===== config.mk =====
export PLATFORM = sky130hd
export DESIGN_NAME = mcpu_ctrl
export DESIGN_NICKNAME = d
export VERILOG_FILES = /design/src/rtl/mcpu_ctrl.sv
export SDC_FILE = /design/constraint.sdc
export NUM_CORES = 1
export LEC_CHECK = 0
export ABC_CLOCK_PERIOD_IN_PS = 8280
export CORE_UTILIZATION = 44
export DETAILED_ROUTE_END_ITERATION = 6
export PLACE_DENSITY = 0.95
export SYNTH_ARGS = -nofsm -noshare
export SYNTH_HDL_FRONTEND = slang
export SYNTH_SLANG_ARGS = --single-unit

===== constraint.sdc =====
create_clock -name clk -period 8.28 [get_ports clk]
set_input_delay 2.484 -clock clk [delete_from_list [all_inputs] [get_ports clk]]
set_output_delay 2.484 -clock clk [all_outputs]
set_load 0.02 [all_outputs]

===== src/rtl/mcpu_ctrl.sv =====
// mcpu_ctrl: multi-cycle MIPS main controller, a Moore FSM sequencing one datapath step per state
module mcpu_ctrl (
  input  logic        clk,
  input  logic        reset,
  input  logic [31:0] Inst,
  input  logic        zero,
  input  logic        overflow,
  input  logic        MIO_ready,
  output logic [1:0]  ALUSrcA,
  output logic [1:0]  ALUSrcB,
  output logic [1:0]  MemtoReg,
  output logic [1:0]  RegDst,
  output logic [1:0]  Dout_ctrl,
  output logic [1:0]  Din_ctrl,
  output logic [1:0]  cp0_wr,
  output logic [1:0]  cp0_wd,
  output logic [3:0]  ALU_operation,
  output logic [2:0]  PCSource,
  output logic        PCWrite,
  output logic        PCWriteCond,
  output logic        Branch,
  output logic        IorD,
  output logic        IRWrite,
  output logic        RegWrite,
  output logic        cp0_wt,
  output logic        MemRead,
  output logic        MemWrite,
  output logic [4:0]  state
);
  localparam logic [4:0] S_IF = 5'd0, S_ID = 5'd1, S_REX = 5'd2, S_RWB = 5'd3, S_IEX = 5'd4,
    S_IWB = 5'd5, S_MA = 5'd6, S_MRD = 5'd7, S_LWB = 5'd8, S_MWR = 5'd9, S_BR = 5'd10,
    S_J = 5'd11, S_JAL = 5'd12, S_JR = 5'd13, S_LUI = 5'd14, S_MFC0 = 5'd15, S_MTC0 = 5'd16,
    S_ERET = 5'd17, S_EXC = 5'd18;
  localparam logic [3:0] ALU_AND = 4'd0, ALU_OR = 4'd1, ALU_ADD = 4'd2, ALU_XOR = 4'd3,
    ALU_NOR = 4'd4, ALU_SRL = 4'd5, ALU_SUB = 4'd6, ALU_SLT = 4'd7, ALU_SLL = 4'd8;
  logic [5:0] op, fn;
  logic [4:0] rs, nxt;
  logic [3:0] r_op, i_op;
  logic [1:0] din_sel, dout_sel;
  logic       r_ok, ovf, unused_ok;
  assign op = Inst[31:26];
  assign rs = Inst[25:21];
  assign fn = Inst[5:0];
  assign unused_ok = ^{zero, Inst[20:6]};
  assign r_ok = fn inside {6'h20, 6'h21, 6'h22, 6'h23, 6'h24, 6'h25, 6'h26, 6'h27, 6'h2a, 6'h00, 6'h02};
  // unknown funct keeps ADD; the result is discarded because the FSM goes to EXC
  assign r_op = (fn == 6'h20 || fn == 6'h21) ? ALU_ADD :
                (fn == 6'h22 || fn == 6'h23) ? ALU_SUB :
                fn == 6'h24 ? ALU_AND : fn == 6'h25 ? ALU_OR : fn == 6'h26 ? ALU_XOR :
                fn == 6'h27 ? ALU_NOR : fn == 6'h2a ? ALU_SLT : fn == 6'h00 ? ALU_SLL :
                fn == 6'h02 ? ALU_SRL : ALU_ADD;
  assign i_op = op == 6'h0c ? ALU_AND : op == 6'h0d ? ALU_OR : op == 6'h0e ? ALU_XOR :
                op == 6'h0a ? ALU_SLT : ALU_ADD;
  assign din_sel  = op == 6'h25 ? 2'd1 : op == 6'h24 ? 2'd2 : 2'd0;
  assign dout_sel = op == 6'h29 ? 2'd1 : op == 6'h28 ? 2'd2 : 2'd0;
  // state register plus the overflow flag latched in the execute steps
  always_ff @(posedge clk)
    if (reset) begin
      state <= S_IF;
      ovf   <= 1'b0;
    end else begin
      state <= nxt;
      ovf   <= state == S_REX ? overflow & (fn == 6'h20 || fn == 6'h22) :
               state == S_IEX ? overflow & (op == 6'h08) :
               state == S_IF  ? 1'b0 : ovf;
    end
  // next-state logic including the opcode dispatch in ID
  always_comb begin
    nxt = S_IF;
    case (state)
      S_IF:         nxt = MIO_ready ? S_ID : S_IF;
      S_ID:
        case (op)
          6'h00:                                     nxt = fn == 6'h08 ? S_JR : S_REX;
          6'h23, 6'h25, 6'h24, 6'h2b, 6'h29, 6'h28:  nxt = S_MA;
          6'h04, 6'h05:                              nxt = S_BR;
          6'h02:                                     nxt = S_J;
          6'h03:                                     nxt = S_JAL;
          6'h08, 6'h0c, 6'h0d, 6'h0e, 6'h0a:         nxt = S_IEX;
          6'h0f:                                     nxt = S_LUI;
          6'h10: nxt = rs == 5'h00 ? S_MFC0 : rs == 5'h04 ? S_MTC0 :
                       (rs == 5'h10 && fn == 6'h18) ? S_ERET : S_EXC;
          default:                                   nxt = S_EXC;
        endcase
      S_REX:        nxt = r_ok ? S_RWB : S_EXC;
      S_RWB, S_IWB: nxt = ovf ? S_EXC : S_IF;
      S_IEX:        nxt = S_IWB;
      S_MA:         nxt = op[3] ? S_MWR : S_MRD;
      S_MRD:        nxt = MIO_ready ? S_LWB : S_MRD;
      S_MWR:        nxt = MIO_ready ? S_IF : S_MWR;
      default:      nxt = S_IF;
    endcase
  end
  // Moore output decode; IRWrite is the single Mealy term and reset masks every write or strobe
  always_comb begin
    {ALUSrcA, ALUSrcB, MemtoReg, RegDst, Dout_ctrl, Din_ctrl, cp0_wr, cp0_wd} = '0;
    ALU_operation = ALU_AND;
    PCSource = 3'd0;
    {PCWrite, PCWriteCond, Branch, IorD, IRWrite, RegWrite, cp0_wt, MemRead, MemWrite} = '0;
    case (state)
      S_IF:   begin MemRead = 1'b1; ALUSrcB = 2'd1; ALU_operation = ALU_ADD; PCWrite = 1'b1; IRWrite = MIO_ready; end
      S_ID:   begin ALUSrcB = 2'd3; ALU_operation = ALU_ADD; end
      S_REX:  begin ALUSrcA = (fn == 6'h00 || fn == 6'h02) ? 2'd2 : 2'd1; ALU_operation = r_op; end
      S_RWB:  begin RegDst = 2'd1; RegWrite = ~ovf; end
      S_IEX:  begin ALUSrcA = 2'd1; ALUSrcB = 2'd2; ALU_operation = i_op; end
      S_IWB:  RegWrite = ~ovf;
      S_MA:   begin ALUSrcA = 2'd1; ALUSrcB = 2'd2; ALU_operation = ALU_ADD; end
      S_MRD:  begin IorD = 1'b1; MemRead = 1'b1; end
      S_LWB:  begin MemtoReg = 2'd1; RegWrite = 1'b1; Din_ctrl = din_sel; end
      S_MWR:  begin IorD = 1'b1; MemWrite = 1'b1; Dout_ctrl = dout_sel; end
      S_BR:   begin ALUSrcA = 2'd1; ALU_operation = ALU_SUB; PCWriteCond = 1'b1; PCSource = 3'd1; Branch = op == 6'h04; end
      S_J:    begin PCWrite = 1'b1; PCSource = 3'd2; end
      S_JAL:  begin PCWrite = 1'b1; PCSource = 3'd2; RegDst = 2'd2; MemtoReg = 2'd3; RegWrite = 1'b1; end
      S_JR:   begin PCWrite = 1'b1; PCSource = 3'd3; end
      S_LUI:  begin MemtoReg = 2'd2; RegWrite = 1'b1; end
      S_MFC0: begin MemtoReg = 2'd1; Din_ctrl = 2'd3; RegWrite = 1'b1; end
      S_MTC0: cp0_wt = 1'b1;
      S_ERET: begin PCWrite = 1'b1; PCSource = 3'd4; end
      S_EXC:  begin cp0_wt = 1'b1; cp0_wr = 2'd1; cp0_wd = 2'd1; PCWrite = 1'b1; PCSource = 3'd5; end
      default: ;
    endcase
    if (reset) {PCWrite, PCWriteCond, IRWrite, RegWrite, cp0_wt, MemRead, MemWrite} = '0;
  end
endmodule


==> impl_metrics.csv, run 1 <==
group,metric,value,unit
final_layout,stdcell_count,311,
logic_synthesis,yosysWarnings,0,
logic_synthesis,seq_area_frac_synth,8.23,%
drt,wl,4.62,mm
drt,vias_per_cell,6.28,
final_layout,drive_gt1_share,4.87,%
status,outcome,"completed",
worst_setup_path,crit_required,5.80,ns
die,die_area,3550,µm²
cts,cts.reportedPaths.clkPinSlew,0.04,ns
min_path,hp-class,"register to register",
sta,rsz0062_at_grt,"false",
cts,clock_latency,0.24,ns
sta,min_period,7.43,ns
worst_setup_path,slowest_stage,"clkdlybuf4s50_1",
final_layout,fin_nets,306,
cts,cts.repair.resized,0,
worst_setup_path,rr_worst_depth,5,
sta,fin_skew,0.00189,ns
final_layout,diodes,0,
sta,fin_setup_tns,0,ns
drt,drc_errors,0,
final_layout,fill_cells,312,
worst_setup_path,crit_chain,"clkdlybuf4s50_1 -> nand2b_1 -> or3_1 -> or3b_1 -> nand3_1 -> clkdlybuf4s50_1",
logic_synthesis,synth_edf_count,0,
grt,grt_pass1_vias,1706,
die,num_rows,20,
die,ios,74,
grt,grt.overflow.total,0,
cts,cts_hold_buf,0,
final_layout,final_cell_mix,"clkdlybuf4s50_1 (55), nor2_1 (26), a21oi_1 (21), nand2_1 (15), nor3_1 (15)",
final_layout,register_area,120,µm²
grt,grt_pass1_wl,7.73,mm
worst_setup_path,crit_fanout,14,
sta,max_slew_margin,43.7,%
logic_synthesis,syn_area,1460,µm²
worst_setup_path,end_kind,"output pin",
logic_synthesis,synth_seq_cells,6,
placed_design,place_area,1950,µm²
worst_setup_path,cpPeakStageDelay,0.79,ns
final_layout,multi_input_area,1200,µm²
min_path,whs_path_depth,3,
worst_setup_path,r2r_slack,6.03,ns
die,initial_core_util,47.1,%
logic_synthesis,syn_area_per_cell,6.27,µm²
drt,drt_iter0_drc,239,
sta,fmax,135,MHz
pwr,cellLeakagePower,0.000654,µW
pwr,p_per_area,98.3,nW/µm²
placed_design,routabilityCongestion,0.928,
cts,cts_buffers,3,
sta,setup_viol,0,
cts,root_buffer,"clkbuf_4",
worst_setup_path,critPathKind,"primary input to output pin",
worst_setup_path,worst_path_most_repeated_cell,"clkdlybuf4s50_1",
grt,antenna_found_initial,0,
cts,cts_sinks,6,
final_layout,fin_area,1980,µm²
grt,grt_max_degree,26,
worst_setup_path,cp.arrival,4.95,ns
worst_setup_path,critical_path.top_delay_family,"buffers and inverters",
cts,cts_buffer_depth,2,
cts,cts_tree,"done",
logic_synthesis,synth_cells,233,
placed_design,hpwl,3.40,mm
flow_run,drv_cap,0,
die,fp.dieW,59.6,µm
worst_setup_path,reg2reg_to,"state[1]",
logic_synthesis,synth.distinct_cells,64,
logic_synthesis,async_flop_share,0,%
sta,worstMarginPinSlew,0.843,ns
drt,wire_per_inst,14.8,µm
min_path,hp-start,"ovf",
min_path,hold_end,"ovf",
placed_design,port_buffers,55,
grt,grt_usage,27.6,%
drt,first_pass_iters,5,
cts,cts_setup_buffers,0,
die,die_h,59.6,µm
final_layout,syn2layout_area_growth,35.3,%
worst_setup_path,r2r_start,"state[0]",
logic_synthesis,ys.flop_type,"dfxtp_1",
final_layout,mostFrequentLayoutCell,"clkdlybuf4s50_1",
worst_setup_path,cp_num_buf_inv,2,
sta,hold_viol,0,
pwr,vdd_drop_max,0.0468,mV
sta,slew_viol_final,0,
cts,h-tree-depth,1,
drt,ant_nets,0,
drt,via_count,1952,
placed_design,dp_cells,308,
sta,finalCritPeriodShare,89.7,%
die,core,3100,µm²
worst_setup_path,worstSetupStartpointType,"primary input",
worst register-to-register path, cell delays in order (launching register included):
cell,delay [ns]
dfxtp_1,0.86
nand2b_1,0.36
nor4_2,0.43
inv_1,0.12
a41o_1,0.23
a21oi_1,0.17
worst max path at each step:
stage / from / end / slack [ns] / cells past startpoint
floorplan: Inst[31] / ALU_operation[2] / 2.11 / 5
global placement: Inst[29] / ALU_operation[2] / 0.89 / 6
CTS: Inst[29] / ALU_operation[2] / 0.85 / 6
global route: Inst[29] / ALU_operation[2] / 0.75 / 6
finish: Inst[29] / ALU_operation[2] / 0.85 / 6
detailed placement: Inst[29] / ALU_operation[2] / 0.86 / 6
final cells by class:
type,instances,share of cell area (%)
multi-input combinational,195,60.6
timing repair buffer,55,27.9
sequential,6,6.08
tap,44,2.79
inverter,8,1.52
clock buffer,3,1.14
metal layers:
| metal | global-route usage [%] | part of all wire [%] |
|---|---|---|
| met3 | 3.93 | 9.0 |
| met1 | 37.1 | 42 |
| met4 | 5.32 | 1.9 |
| met5 | 0 | 0 |
| met2 | 46.9 | 47 |
cells by family (layout without fill, tap and decap cells):
| logic type | after synthesis | in the layout | share of synthesized area (%) |
|---|---|---|---|
| and+or+nand+nor | 117 | 117 | 44.9 |
| xor gates and xnor gates | 4 | 4 | 2.40 |
| other | 1 | 2 | 0.257 |
| buffers and inverters | 33 | 66 | 10.0 |
| AOI/OAI and AO/OA | 70 | 70 | 32.7 |
| muxes | 2 | 2 | 1.46 |
| DFF | 6 | 6 | 8.23 |
report_power, final:
group	switching, µW	internal [µW]	leakage [µW]
Sequential	13.6	32.2	0.0000489
Clock	9.76	16.3	0.0000138
Combinational	67.5	54.9	0.000591
Total	90.8	103	0.000654
cells in the mapped netlist, drive strengths merged, types with 3 or more instances:
master / instances / area, µm²
a21oi: 21 / 105
a31oi: 3 / 18.8
and2: 3 / 18.8
buf: 11 / 63.8
clkbuf: 14 / 52.6
dfxtp: 6 / 120
inv: 8 / 30.0
nand2: 15 / 56.3
nand2b: 8 / 57.6
nand3: 8 / 40.0
nand4: 3 / 18.8
nor2: 27 / 109
nor2b: 11 / 68.8
nor3: 16 / 85.1
nor4: 4 / 31.3
o211ai: 3 / 22.5
o21ai: 12 / 60.1
o22ai: 3 / 18.8
o31ai: 3 / 27.5
or3: 3 / 18.8
or3b: 4 / 35.0
xor2: 4 / 35.0
stage by stage:
stage	hold WS [ns]	util [%]	total power, µW	worst slack (ns)
floorplan	0.600	-	124	2.11
global placement	0.627	62.9	163	0.887
detailed placement	0.628	62.9	166	0.859
CTS	0.638	63.7	193	0.852
global route	0.699	63.7	210	0.746
finish	0.649	63.7	194	0.849
registers in the layout, indices dropped and copies added, names as in the netlist:
signal	flops
state	5
ovf	1
Note: power is estimated with default switching activity, not from simulation.
==> run 2, diff against run 1 <==
Settings changed: CTS_BUF_LIST set to sky130_fd_sc_hd__clkbuf_16, SETUP_SLACK_MARGIN set to 0.2.
==> run 2 against run 1 <==
  * Die area did not move
  * First-iteration DRC count fell by 24%
  * Non-clock buffer count did not move
  * Final cell count did not move
  * Maximum frequency barely moved
  * Via count fell by 1.5%
  * Critical path type unchanged
==> impl_metrics.csv, run 2 (synthesized netlist as in run 1, its figures left out) <==
group,metric,value,unit
sta,fmax,135,MHz
placed_design,dp_cells,308,
drt,drc_errors,0,
grt,grt_pass1_wl,7.71,mm
flow_run,drv_cap,0,
cts,cts_buffer_depth,2,
placed_design,hpwl,3.40,mm
grt,met2_usage,47.2,%
drt,vias_per_cell,6.18,
final_layout,top_register,"state",
drt,ant_nets,0,
sta,min_period,7.43,ns
cts,cts.repair.resized,0,
final_layout,syn2layout_area_growth,38.9,%
die,initial_core_util,47.1,%
worst_setup_path,cpPeakStageDelay,0.79,ns
sta,whs,0.643,ns
drt,via_count,1923,
sta,rsz0062_at_grt,"false",
sta,max_slew_margin,45.1,%
final_layout,multi_input_area,1200,µm²
cts,h-tree-depth,1,
cts,cts_tree,"done",
sta,finalCritPeriodShare,89.7,%
cts,cts.reportedPaths.clkPinSlew,0.03,ns
worst_setup_path,worstSetupStartpointType,"primary input",
drt,first_pass_iters,5,
drt,drt_iter0_drc,181,
die,fp.dieW,59.6,µm
sta,hold_viol,0,
grt,grt_usage,27.4,%
cts,cts_buffers,3,
min_path,hp-class,"register to register",
final_layout,final_cell_mix,"clkdlybuf4s50_1 (55), nor2_1 (26), a21oi_1 (21), nand2_1 (15), nor3_1 (15)",
pwr,cellLeakagePower,0.000677,µW
pwr,p_per_area,120,nW/µm²
sta,worstMarginPinSlew,0.822,ns
worst_setup_path,crit_chain,"clkdlybuf4s50_1 -> nand2b_1 -> or3_1 -> or3b_1 -> nand3_1 -> clkdlybuf4s50_1",
drt,wl,4.56,mm
sta,slew_viol_final,0,
placed_design,port_buffers,55,
worst_setup_path,cp.arrival,4.94,ns
grt,grt_max_degree,26,
worst_setup_path,crit_required,5.80,ns
die,die_h,59.6,µm
placed_design,routabilityCongestion,0.928,
die,num_rows,20,
grt,grt_pass1_vias,1704,
cts,cts_setup_buffers,0,
cts,root_buffer,"clkbuf_16",
final_layout,stdcell_count,311,
grt,antenna_found_initial,0,
worst_setup_path,end_kind,"output pin",
final_layout,register_area,120,µm²
final_layout,largestRegisters,"state (5), ovf (1)",
worst_setup_path,crit_fanout,14,
cts,clock_latency,0.22,ns
final_layout,diodes,0,
sta,setup_viol,0,
pwr,vdd_drop_max,0.0765,mV
final_layout,drive_gt1_share,4.87,%
final_layout,mostFrequentLayoutCell,"clkdlybuf4s50_1",
grt,grt.overflow.total,0,
final_layout,fill_cells,306,
worst_setup_path,r2r_slack,6.04,ns
die,ios,74,
worst_setup_path,critPathKind,"primary input to output pin",
worst_setup_path,critical_path.top_delay_family,"buffers and inverters",
die,die_area,3550,µm²
worst_setup_path,slowest_stage,"clkdlybuf4s50_1",
status,outcome,"completed",
grt,grtUsageMet1,37.1,%
die,core,3100,µm²
worst_setup_path,worst_path_most_repeated_cell,"clkdlybuf4s50_1",
worst_setup_path,cp_num_buf_inv,2,
grt,grt_util_met3,3.28,%
cts,cts_sinks,6,
sta,fin_skew,0.00125,ns
drt,wire_per_inst,14.7,µm
final_layout,fin_nets,306,
grt,busiest_layer,"met2",
cts,cts_hold_buf,0,
pwr,total_power,244,µW
final_layout,largest_reg_flops,5,
sta,fin_setup_tns,0,ns
[run 2: changes by cell type in the layout (fill, tap and decap cells not counted)]
cell,previous run,this run
clkbuf_16,0,3
clkbuf_4,3,0
[run 2: where the power goes]
part / internal, µW / switching, µW
Sequential: 32.3 / 13.4
Clock: 61.8 / 14.3
Combinational: 54.9 / 67.1
[run 2: final timing paths]
kind / start / endpoint / cells past startpoint
worst max-delay path: Inst[29] / ALU_operation[2] / 6
worst min-delay path: ovf / ovf / 3
worst max register to register: state[0] / state[1] / 5
worst min register to register: ovf / ovf / 3
[run 2: area by class of cell]
| cell class | instances | area share (%) |
|---|---|---|
| clock buffer | 3 | 3.70 |
| inverter | 8 | 1.48 |
| multi-input combinational | 195 | 59.0 |
| sequential | 6 | 5.92 |
| tap | 44 | 2.71 |
| timing repair buffer | 55 | 27.1 |
[run 2: metal layers]
metal	up-vias	part of all wire, %
met5	-	0
li1	930	-
met2	119	49
met4	0	0.94
met1	870	43
met3	4	7.8
[run 2: worst min-delay path: stages (launching register included)]
cell and delay (ns):
dfxtp_1 0.30, inv_1 0.08, o31a_1 0.15, a2111oi_2 0.05
[run 2: through the flow]
step	worst slack (ns)	cell area (µm²)	utilization, %
2_1_floorplan	2.11	1460	-
3_3_place_gp	0.887	1950	62.9
5_1_grt	0.746	2030	65.4
4_1_cts	0.852	2030	65.4
6_report	0.852	2030	65.4
3_5_place_dp	0.859	1950	62.9
==> run 3, diff against run 2 <==
Settings changed: CELL_PAD_IN_SITES_DETAIL_PLACEMENT set to 0, CELL_PAD_IN_SITES_GLOBAL_PLACEMENT set to 1, CORE_ASPECT_RATIO set to 1.4, CORE_UTILIZATION 44 to 29.
==> run 3 against run 2 <==
  * Hold slack worse by 0.0086 ns
  * Largest power group unchanged
  * Clock-buffer cell count unchanged
  * Combinational power is essentially flat
  * Highest routed layer unchanged
  * Register-to-register slack better by 0.09 ns
  * Sequential share of layout area is 0.11 points lower
==> impl_metrics.csv, run 3 (synthesized netlist as in run 1, its figures left out) <==
group,metric,value,unit
min_path,hp-class,"register to register",
sta,rsz0062_at_grt,"false",
sta,slew_viol_final,0,
sta,fin_ws,1.04,ns
placed_design,routabilityCongestion,0.856,
sta,min_period,7.24,ns
grt,grt_usage,19.2,%
final_layout,fin_nets,308,
cts,cts_hold_buf,0,
final_layout,syn2layout_area_growth,41.6,%
cts,cts_sinks,6,
die,die_area,5330,µm²
placed_design,place_area,1990,µm²
grt,grt_pass1_wl,7.92,mm
sta,finalCritPeriodShare,87.5,%
die,fp.dieW,62.0,µm
drt,wl,4.78,mm
sta,fin_skew,0.00363,ns
cts,cts_buffer_depth,2,
sta,fin_setup_tns,0,ns
pwr,p_per_area,120,nW/µm²
pwr,vdd_drop_max,0.0554,mV
grt,met2_usage,32.3,%
worst_setup_path,worstSetupStartpointType,"primary input",
placed_design,port_buffers,55,
die,die_h,86.0,µm
sta,hold_viol,0,
final_layout,top_register,"state",
grt,grt_pass1_vias,1699,
status,outcome,"completed",
sta,setup_viol,0,
grt,busiest_layer,"met2",
cts,root_buffer,"clkbuf_16",
final_layout,fill_cells,503,
cts,cts.repair.resized,0,
worst_setup_path,crit_required,5.80,ns
cts,cts_tree,"done",
final_layout,fin_area,2070,µm²
sta,max_slew_margin,47.2,%
grt,grtUsageMet1,23.6,%
drt,vias_per_cell,5.56,
flow_run,drv_cap,0,
cts,cts_setup_buffers,0,
cts,cts_buffers,3,
die,core,4840,µm²
sta,whs,0.635,ns
cts,cts.reportedPaths.clkPinSlew,0.04,ns
worst_setup_path,cp.arrival,4.76,ns
die,initial_core_util,30.2,%
final_layout,diodes,0,
drt,drc_errors,0,
die,num_rows,30,
final_layout,drive_gt1_share,5.58,%
final_layout,final_cell_mix,"clkdlybuf4s50_1 (55), nor2_1 (26), a21oi_1 (21), nand2_1 (15), nor3_1 (15)",
drt,ant_nets,0,
sta,worstMarginPinSlew,0.791,ns
drt,first_pass_iters,4,
die,ios,74,
placed_design,pre_cts_slack,1.04,ns
placed_design,hpwl,3.65,mm
drt,drt_iter0_drc,146,
worst_setup_path,critPathKind,"primary input to output pin",
final_layout,largest_reg_flops,5,
grt,grt_max_degree,26,
grt,antenna_found_initial,0,
drt,wire_per_inst,14.4,µm
grt,grt.overflow.total,0,
final_layout,largestRegisters,"state (5), ovf (1)",
drt,via_count,1851,
cts,clock_latency,0.23,ns
worst_setup_path,crit_fanout,9,
pwr,cellLeakagePower,0.000687,µW
worst_setup_path,end_kind,"output pin",
grt,grt_util_met3,1.06,%
final_layout,mostFrequentLayoutCell,"clkdlybuf4s50_1",
cts,h-tree-depth,1,
sta,fmax,138,MHz
==> run 3: changes by cell type in the layout (fill, tap and decap cells not counted) <==
cell,before,now
buf_4,0,2
==> run 3: where the power goes <==
part	internal (µW)	total, µW	switching [µW]
Combinational	55.4	123	67.3
Clock	62.1	80.2	18.0
Sequential	32.3	45.4	13.2
==> run 3: cell type report <==
cell class / count / area (µm²) / area share, %
Inverter: 8 / 30.0 / 1.45
Sequential cell: 6 / 120 / 5.81
Timing Repair Buffer: 57 / 566 / 27.3
Multi-Input combinational cell: 195 / 1200 / 57.9
Clock buffer: 3 / 75.1 / 3.63
Tap cell: 64 / 80.1 / 3.87
==> run 3: critical path, cell delays in order <==
cell and delay, ns:
clkdlybuf4s50_1 0.55, nand2b_1 0.29, or3_1 0.38, or3b_1 0.36, nand3_1 0.09, clkdlybuf4s50_1 0.60
==> run 3: per-layer routing <==
| metal | vias to the layer above | part of all wire (%) | wire length, µm |
|---|---|---|---|
| met2 | 59 | 52 | 2490 |
| met1 | 852 | 42 | 2010 |
| met4 | 0 | 2.7 | 130 |
| met5 | - | 0 | 0 |
| met3 | 11 | 3.1 | 150 |
| li1 | 929 | - | - |
==> run 3: final timing paths <==
kind	from	to	slack, ns	cells past startpoint
setup / recovery	Inst[31]	ALU_operation[2]	1.04	6
hold / removal	ovf	ovf	0.63	3
setup reg to reg	state[0]	state[1]	6.13	5
hold reg to reg	ovf	ovf	0.63	3
==> run 3: through the flow <==
stage	total power, µW	util (%)	cells
finish	248	42.7	333
global route	264	42.7	333
CTS	249	42.7	333
detailed placement	168	41.2	330
global placement	168	41.2	330
floorplan	124	-	234
